<file path="src/rtl/ysyx_22040175_ifu_pkg.sv">
// Shared definitions for the instruction fetch unit: default geometry,
// FSM state encoding and the layout of a queue entry.
package ysyx_22040175_ifu_pkg;

  localparam int unsigned IFU_ADDR_W   = 64;
  localparam int unsigned IFU_INST_W   = 32;
  localparam logic [63:0] IFU_RESET_PC = 64'h8000_0000;
  localparam int unsigned IFU_DEPTH    = 2;

  // FSM state encoding
  localparam logic [1:0] ST_IDLE = 2'd0;
  localparam logic [1:0] ST_REQ  = 2'd1;
  localparam logic [1:0] ST_WAIT = 2'd2;
  localparam logic [1:0] ST_STOP = 2'd3;

  typedef enum logic [1:0] {
    IDLE = ST_IDLE,
    REQ  = ST_REQ,
    WAIT = ST_WAIT,
    STOP = ST_STOP
  } ifu_state_e;

  // Queue entry layout, LSB first: {inst, pc, fault}
  localparam int unsigned ENTRY_FAULT_BIT = 0;
  localparam int unsigned ENTRY_PC_LSB    = 1;

  function automatic int unsigned entry_inst_lsb(input int unsigned addr_w);
    return ENTRY_PC_LSB + addr_w;
  endfunction

  function automatic int unsigned entry_width(input int unsigned addr_w,
                                              input int unsigned inst_w);
    return inst_w + addr_w + 1;
  endfunction

endpackage

</file>
<file path="src/rtl/ysyx_22040175_ifu_fifo.sv">
// DEPTH-entry synchronous FIFO holding fetched instruction entries.
// Ports:
//   clk, rst_n  clock / async active-low reset
//   flush       empties the queue (highest priority)
//   push        write push_data at the tail (ignored when full without a pop)
//   pop         drop the head entry (ignored when empty)
//   head        entry at the head of the queue
//   count       number of valid entries
module ysyx_22040175_ifu_fifo
  import ysyx_22040175_ifu_pkg::*;
#(
  parameter int unsigned WIDTH = entry_width(IFU_ADDR_W, IFU_INST_W),
  parameter int unsigned DEPTH = IFU_DEPTH
) (
  input  logic                       clk,
  input  logic                       rst_n,
  input  logic                       flush,
  input  logic                       push,
  input  logic [WIDTH-1:0]           push_data,
  input  logic                       pop,
  output logic [WIDTH-1:0]           head,
  output logic [$clog2(DEPTH):0]     count
);

  localparam int unsigned PTR_W = $clog2(DEPTH);
  localparam int unsigned CNT_W = PTR_W + 1;

  logic [WIDTH-1:0] mem_q [DEPTH];
  logic [PTR_W-1:0] wr_ptr_q;
  logic [PTR_W-1:0] rd_ptr_q;
  logic [CNT_W-1:0] count_q;
  logic             do_push;
  logic             do_pop;

  // A push into a full queue is legal only when the head leaves in the same cycle
  always_comb begin
    do_pop  = pop && (count_q != '0);
    do_push = push && ((count_q != CNT_W'(DEPTH)) || do_pop);
  end

  // Storage and pointers; DEPTH is a power of two so pointers wrap naturally
  always_ff @(posedge clk or negedge rst_n) begin
    if (!rst_n) begin
      mem_q    <= '{default: '0};
      wr_ptr_q <= '0;
      rd_ptr_q <= '0;
      count_q  <= '0;
    end else if (flush) begin
      wr_ptr_q <= '0;
      rd_ptr_q <= '0;
      count_q  <= '0;
    end else begin
      if (do_push) begin
        mem_q[wr_ptr_q] <= push_data;
        wr_ptr_q        <= wr_ptr_q + PTR_W'(1);
      end
      if (do_pop) begin
        rd_ptr_q <= rd_ptr_q + PTR_W'(1);
      end
      case ({do_push, do_pop})
        2'b10:   count_q <= count_q + CNT_W'(1);
        2'b01:   count_q <= count_q - CNT_W'(1);
        default: count_q <= count_q;
      endcase
    end
  end

  assign head  = mem_q[rd_ptr_q];
  assign count = count_q;

endmodule

</file>
<file path="src/rtl/ysyx_22040175_ifu.sv">
// Instruction fetch unit: owns the fetch PC, issues one word request at a
// time to instruction memory, queues responses and hands them to decode.
// Redirects flush the queue and drop any in-flight response; a misaligned
// redirect target or a faulting response parks the unit in STOP.
// Ports:
//   clk, rst_n                       clock / async active-low reset
//   redirect_valid, redirect_pc      PC redirect from execute
//   halt                             level, blocks new requests
//   imem_req_valid/ready/addr        fetch request handshake
//   imem_rsp_valid/data/err          fetch response (always accepted)
//   inst_valid/ready, inst,
//   inst_pc, inst_fault              queue head towards decode
module ysyx_22040175_ifu
  import ysyx_22040175_ifu_pkg::*;
#(
  parameter int unsigned        ADDR_W   = IFU_ADDR_W,
  parameter int unsigned        INST_W   = IFU_INST_W,
  parameter logic [ADDR_W-1:0]  RESET_PC = ADDR_W'(IFU_RESET_PC),
  parameter int unsigned        DEPTH    = IFU_DEPTH
) (
  input  logic              clk,
  input  logic              rst_n,
  input  logic              redirect_valid,
  input  logic [ADDR_W-1:0] redirect_pc,
  input  logic              halt,
  output logic              imem_req_valid,
  input  logic              imem_req_ready,
  output logic [ADDR_W-1:0] imem_req_addr,
  input  logic              imem_rsp_valid,
  input  logic [INST_W-1:0] imem_rsp_data,
  input  logic              imem_rsp_err,
  output logic              inst_valid,
  input  logic              inst_ready,
  output logic [INST_W-1:0] inst,
  output logic [ADDR_W-1:0] inst_pc,
  output logic              inst_fault
);

  localparam int unsigned CNT_W    = $clog2(DEPTH) + 1;
  localparam int unsigned ENT_W    = entry_width(ADDR_W, INST_W);
  localparam int unsigned INST_LSB = entry_inst_lsb(ADDR_W);

  ifu_state_e        state_q,       state_d;
  logic [ADDR_W-1:0] fetch_pc_q,    fetch_pc_d;
  logic [ADDR_W-1:0] req_pc_q,      req_pc_d;
  logic [ADDR_W-1:0] fault_pc_q,    fault_pc_d;
  logic              outstanding_q, outstanding_d;
  logic              drop_q,        drop_d;
  logic              misalign_q,    misalign_d;
  logic              req_valid_q,   req_valid_d;

  logic              req_fire;
  logic              rsp_take;
  logic              misaligned;
  logic              push;
  logic              pop;
  logic [ENT_W-1:0]  push_data;
  logic [ENT_W-1:0]  head;
  logic [CNT_W-1:0]  count;
  logic [CNT_W-1:0]  count_next;

  ysyx_22040175_ifu_fifo #(
    .WIDTH (ENT_W),
    .DEPTH (DEPTH)
  ) u_fifo (
    .clk       (clk),
    .rst_n     (rst_n),
    .flush     (redirect_valid),
    .push      (push),
    .push_data (push_data),
    .pop       (pop),
    .head      (head),
    .count     (count)
  );

  // Handshake qualifiers
  always_comb begin
    req_fire   = req_valid_q && imem_req_ready;
    rsp_take   = outstanding_q && imem_rsp_valid;
    misaligned = redirect_valid && (redirect_pc[1:0] != 2'b00);
    pop        = inst_valid && inst_ready;
  end

  // Next-state, queue-push and request-valid logic
  always_comb begin
    state_d       = state_q;
    fetch_pc_d    = fetch_pc_q;
    req_pc_d      = req_pc_q;
    fault_pc_d    = fault_pc_q;
    outstanding_d = outstanding_q;
    drop_d        = drop_q;
    misalign_d    = 1'b0;
    req_valid_d   = 1'b0;
    push          = 1'b0;
    push_data     = '0;
    count_next    = '0;

    case (state_q)
      IDLE:    state_d = REQ;
      REQ:     if (req_fire) state_d = WAIT;
      WAIT:    if (rsp_take) state_d = (imem_rsp_err && !drop_q) ? STOP : REQ;
      STOP:    state_d = STOP;
      default: state_d = IDLE;
    endcase

    if (req_fire) begin
      fetch_pc_d    = fetch_pc_q + ADDR_W'(4);
      req_pc_d      = fetch_pc_q;
      outstanding_d = 1'b1;
    end

    // Response retires the outstanding request; stale ones are discarded
    if (rsp_take) begin
      outstanding_d = 1'b0;
      drop_d        = 1'b0;
      if (!drop_q) begin
        push                                 = 1'b1;
        push_data[ENTRY_FAULT_BIT]           = imem_rsp_err;
        push_data[ENTRY_PC_LSB +: ADDR_W]    = req_pc_q;
        push_data[INST_LSB +: INST_W]        = imem_rsp_data;
      end
    end

    // Deferred fault entry for a misaligned redirect target
    if (misalign_q) begin
      push                              = 1'b1;
      push_data                         = '0;
      push_data[ENTRY_FAULT_BIT]        = 1'b1;
      push_data[ENTRY_PC_LSB +: ADDR_W] = fault_pc_q;
    end

    // Redirect overrides everything: flush, retarget, mark in-flight data stale
    if (redirect_valid) begin
      push          = 1'b0;
      push_data     = '0;
      fetch_pc_d    = redirect_pc;
      outstanding_d = (outstanding_q && !imem_rsp_valid) || req_fire;
      drop_d        = outstanding_d;
      if (misaligned) begin
        misalign_d = 1'b1;
        fault_pc_d = redirect_pc;
        state_d    = STOP;
      end else begin
        state_d = outstanding_d ? WAIT : REQ;
      end
    end

    count_next = redirect_valid ? '0 : (count + CNT_W'(push) - CNT_W'(pop));

    // An unaccepted request holds until ready unless a redirect retargets it
    if (state_d == REQ) begin
      if (req_valid_q && !req_fire && !redirect_valid) begin
        req_valid_d = 1'b1;
      end else begin
        req_valid_d = !halt && (count_next < CNT_W'(DEPTH));
      end
    end
  end

  // State register
  always_ff @(posedge clk or negedge rst_n) begin
    if (!rst_n) begin
      state_q       <= IDLE;
      fetch_pc_q    <= RESET_PC;
      req_pc_q      <= '0;
      fault_pc_q    <= '0;
      outstanding_q <= 1'b0;
      drop_q        <= 1'b0;
      misalign_q    <= 1'b0;
      req_valid_q   <= 1'b0;
    end else begin
      state_q       <= state_d;
      fetch_pc_q    <= fetch_pc_d;
      req_pc_q      <= req_pc_d;
      fault_pc_q    <= fault_pc_d;
      outstanding_q <= outstanding_d;
      drop_q        <= drop_d;
      misalign_q    <= misalign_d;
      req_valid_q   <= req_valid_d;
    end
  end

  assign imem_req_valid = req_valid_q;
  assign imem_req_addr  = fetch_pc_q;
  assign inst_valid     = (count != '0);
  assign inst_fault     = head[ENTRY_FAULT_BIT];
  assign inst_pc        = head[ENTRY_PC_LSB +: ADDR_W];
  assign inst           = head[INST_LSB +: INST_W];

endmodule
</file>
<file path="config.mk">
export PLATFORM = sky130hd
export DESIGN_NAME = ysyx_22040175_ifu
export DESIGN_NICKNAME = d
export VERILOG_FILES = /design/src/rtl/ysyx_22040175_ifu_pkg.sv /design/src/rtl/ysyx_22040175_ifu_fifo.sv /design/src/rtl/ysyx_22040175_ifu.sv
export SDC_FILE = /design/constraint.sdc
export NUM_CORES = 1
export LEC_CHECK = 0
export ABC_CLOCK_PERIOD_IN_PS = 2960
export CAP_MARGIN = 15
export CORE_ASPECT_RATIO = 0.9
export CORE_MARGIN = 2
export CORE_UTILIZATION = 57
export CTS_BUF_LIST = sky130_fd_sc_hd__clkbuf_4 sky130_fd_sc_hd__clkbuf_8
export DETAILED_ROUTE_END_ITERATION = 8
export PLACE_DENSITY = 0.81
export RECOVER_POWER = 25
export SLEW_MARGIN = 20
export SYNTH_ARGS = -nofsm -noshare
export SYNTH_HDL_FRONTEND = slang
export SYNTH_HIERARCHICAL = 1
export SYNTH_SLANG_ARGS = --single-unit
</file>
<file path="constraint.sdc">
create_clock -name clk -period 2.96 [get_ports clk]
set_clock_uncertainty 0.2 [all_clocks]
set_input_delay 0.296 -clock clk [delete_from_list [all_inputs] [get_ports clk]]
set_output_delay 0.296 -clock clk [all_outputs]
set_load 0.1 [all_outputs]
</file>
==> reports/metrics.csv <==
stage,metric,value,unit
route,avgRoutedWirePerCell,21.0,µm
place,hpwlAfterDp,33700,µm
place,place_congestion,0.882,
route,drc,0,
logic_synthesis,async_reset_ff_frac,1.00,
pwr,peakVddDrop,0.000501,V
floorplanning,die_y,176,µm
clock_tree,cts_max_path_buffers,3,
logic_synthesis,ys_types,52,
sta,fin_ws,0.145,ns
clock_tree,htreeDepth,3,
floorplanning,start_util,0.583,
worst_hold_path,hp-start,redirect_pc[34],
final_layout,syn_to_final_growth,26.3,%
place,dp_cells,2269,
floorplanning,ios,267,
logic_synthesis,synth-seq-cells,396,
global_routing,grt_usage,0.294,
route,dr.max_layer_used,met4,
critical_path,arrival,3.07,ns
place,numPortBuffers,266,
clock_tree,cts.sinks,396,
floorplanning,core-area,0.0321,mm²
sta,slew_violations,63,
outcome,status,finished with violations,
outcome,violations,"capacitance limit, slew limit",
clock_tree,cts_tree,built,
global_routing,grt-ovfl-total,0,
sta,hold-worst-slack,0.0777,ns
sta,fmax,355,MHz
worst_hold_path,hold_depth,3,
route,vias,13900,
route,viasPerCell,5.83,
final_layout,postLayoutCellArea,0.0237,mm²
logic_synthesis,ys.flop_type,dfrtp_1,
sta,fin_crit_sh,0.951,
critical_path,reg2reg_depth,5,
sta,max_slew_margin,-0.208,
clock_tree,clk_latency,0.59,ns
global_routing,antenna_found_initial,3,
critical_path,start_kind,flop,
critical_path,reg2reg_slack,0.15,ns
route,wl_met2,23400,µm
sta,tns,0,ns
final_layout,fin_util,0.736,
flow_run,max-cap-violations,1,
logic_synthesis,syn_nets,1746,
floorplanning,rows,62,
clock_tree,path_clk_slew,0.06,ns
final_layout,fin_nets,2029,
critical_path,critPathKind,reg2reg,
worst_hold_path,hold_path_class,in2reg,
final_layout,drive_above_1_share,0.360,
final_layout,final_cells,2382,
logic_synthesis,synth_edf_count,0,
clock_tree,cts_resized,0,
route,m1WireLength,21700,µm
clock_tree,cts_buffers,66,
final_layout,layout_common_cells,"dfrtp_1, mux2_2, nand2_1",
sta,hold_viol,0,
pwr,p_leak,11.2,nW
global_routing,grt_pass1_vias,14300,
critical_path,crit_path_max_fanout,7,
logic_synthesis,yosys_warnings,6,
floorplanning,dieArea,0.0343,mm²
route,first_iter_violations,1104,
logic_synthesis,synth-seq-area-share,0.529,
logic_synthesis,syn_inst,1640,
sta,worst_slew_pin_slew,1.81,ns
floorplanning,dieWidth,195,µm
logic_synthesis,syn_avg_cell_area,11.4,µm²
route,antenna_left,0,
pwr,power_density,690,mW/mm²
global_routing,grt_pass1_wl,79000,µm
final_layout,final_common_cell,dfrtp_1,
critical_path,r2r-end,imem_req_addr[57]$_DFFE_PN0N_,
sta,setup_violations,0,
critical_path,required,3.21,ns
critical_path,r2r-start,imem_req_addr[40]$_DFFE_PN0N_,
route,drt_wl_total,50000,µm
sta,rsz0062_at_grt,no,
clock_tree,root_buffer,clkbuf_8,
route,dr.pass1.iters,5,
sta,post-route-min-period,2.81,ns
worst_hold_path,holdPathEnd,fault_pc_q[34]$_DFFE_PN0P_,
pwr,power,16.3,mW
place,preCtsSetupSlack,0.117,ns
logic_synthesis,synth_area,0.0187,mm²
critical_path,end_kind,flop,
route,wl_met3,3670,µm
global_routing,grt_max_degree,110,
place,post_dp_cell_area,0.0223,mm²
-- routing by layer --
layer / vias up / GRT usage
met3: 95 / 0.0659
met5: - / 0
li1: 6286 / -
met1: 6967 / 0.404
met2: 528 / 0.466
met4: 0 / 0.101
-- critical path: stages, from the launching register on --
cell	delay (ns)
dfrtp_1	0.49
nand4_1	0.22
nor3_1	0.58
nand4_1	0.43
or3_1	0.42
o311ai_0	0.34
-- synth_stat cells, drive strengths merged (2+ instances only) --
master,number,area share
a22oi,2,0.00080
xor2,28,0.013
xnor2,17,0.0080
nor3b,4,0.0016
a21oi,6,0.0016
o31ai,2,0.00080
nor4,14,0.0047
inv,10,0.0020
clkbuf,68,0.014
nor2,90,0.018
and3,15,0.0050
o21a,2,0.00080
nand3b,2,0.00080
buf,32,0.0085
or4,12,0.0050
a31oi,11,0.0037
nor3,15,0.0043
nand2,278,0.056
nand3,24,0.0064
o311ai,2,0.00094
o21ai,62,0.017
and4,10,0.0047
dfrtp,395,0.53
o211ai,4,0.0016
mux2i,69,0.037
mux2,352,0.22
or3,9,0.0030
o31a,2,0.00094
nand4,41,0.014
ha,2,0.0013
nand2b,6,0.0020
nor2b,6,0.0020
and2,37,0.012
-- area by class of cell --
type / instances / area (µm²)
diodes: 3 / 7.51
well taps: 416 / 520
flip-flops and latches: 396 / 9940
repair buffers: 315 / 3390
inverters: 10 / 37.5
clock buffers: 102 / 1290
fillers: 2196 / 8460
clock inverters: 6 / 46.3
multi-input cells: 1134 / 8410
-- where the power goes --
group / switching, mW / leakage [nW] / internal, mW
clock: 2.14 / 0.705 / 2.76
sequential: 0.547 / 5.10 / 6.21
combinational: 3.02 / 5.41 / 1.64
total: 5.70 / 11.2 / 10.6
-- cells by family after synthesis --
| kind of cell | after synthesis | share of synthesized area |
|---|---|---|
| xor+xnor | 45 | 0.0210 |
| fa+ha+maj | 2 | 0.00134 |
| buf+inv | 110 | 0.0241 |
| compound gates | 98 | 0.0300 |
| simple gates | 568 | 0.142 |
| flops | 396 | 0.529 |
| mux | 421 | 0.252 |
-- worst max-delay path by stage --
| stage | start | to | slack (ns) |
|---|---|---|---|
| 2_1_floorplan | imem_req_addr[35]$_DFFE_PN0N_ | imem_req_addr[58]$_DFFE_PN0N_ | 0.006 |
| 3_3_place_gp | imem_rsp_valid | u_fifo/mem_q[136]$_DFFE_PN0P_ | 0.18 |
| 3_5_place_dp | imem_rsp_valid | u_fifo/mem_q[138]$_DFFE_PN0P_ | 0.12 |
| 4_1_cts | u_fifo/count[1]$_DFFE_PN0P_ | u_fifo/mem_q[103]$_DFFE_PN0P_ | 0.19 |
| 5_1_grt | imem_req_addr[40]$_DFFE_PN0N_ | imem_req_addr[57]$_DFFE_PN0N_ | 0.07 |
| 6_report | imem_req_addr[40]$_DFFE_PN0N_ | imem_req_addr[57]$_DFFE_PN0N_ | 0.15 |
-- flip-flops by register name, indices dropped and copies added (netlist names) --
name / cells
u_fifo/count: 2
u_fifo/mem_q: 194
drop_q: 1
u_fifo/rd_ptr_q: 1
state_q: 2
u_fifo/wr_ptr_q: 1
imem_req_addr: 64
outstanding_q: 1
fault_pc_q: 64
req_pc_q: 64
misalign_q: 1
imem_req_valid: 1
-- what timing repair did --
action / in CTS / in global routing
endpoints found under the hold margin: 338 / 0
hold buffers: 2 / 0
setup buffers: 0 / 0
(Power assumes the default switching activity.)
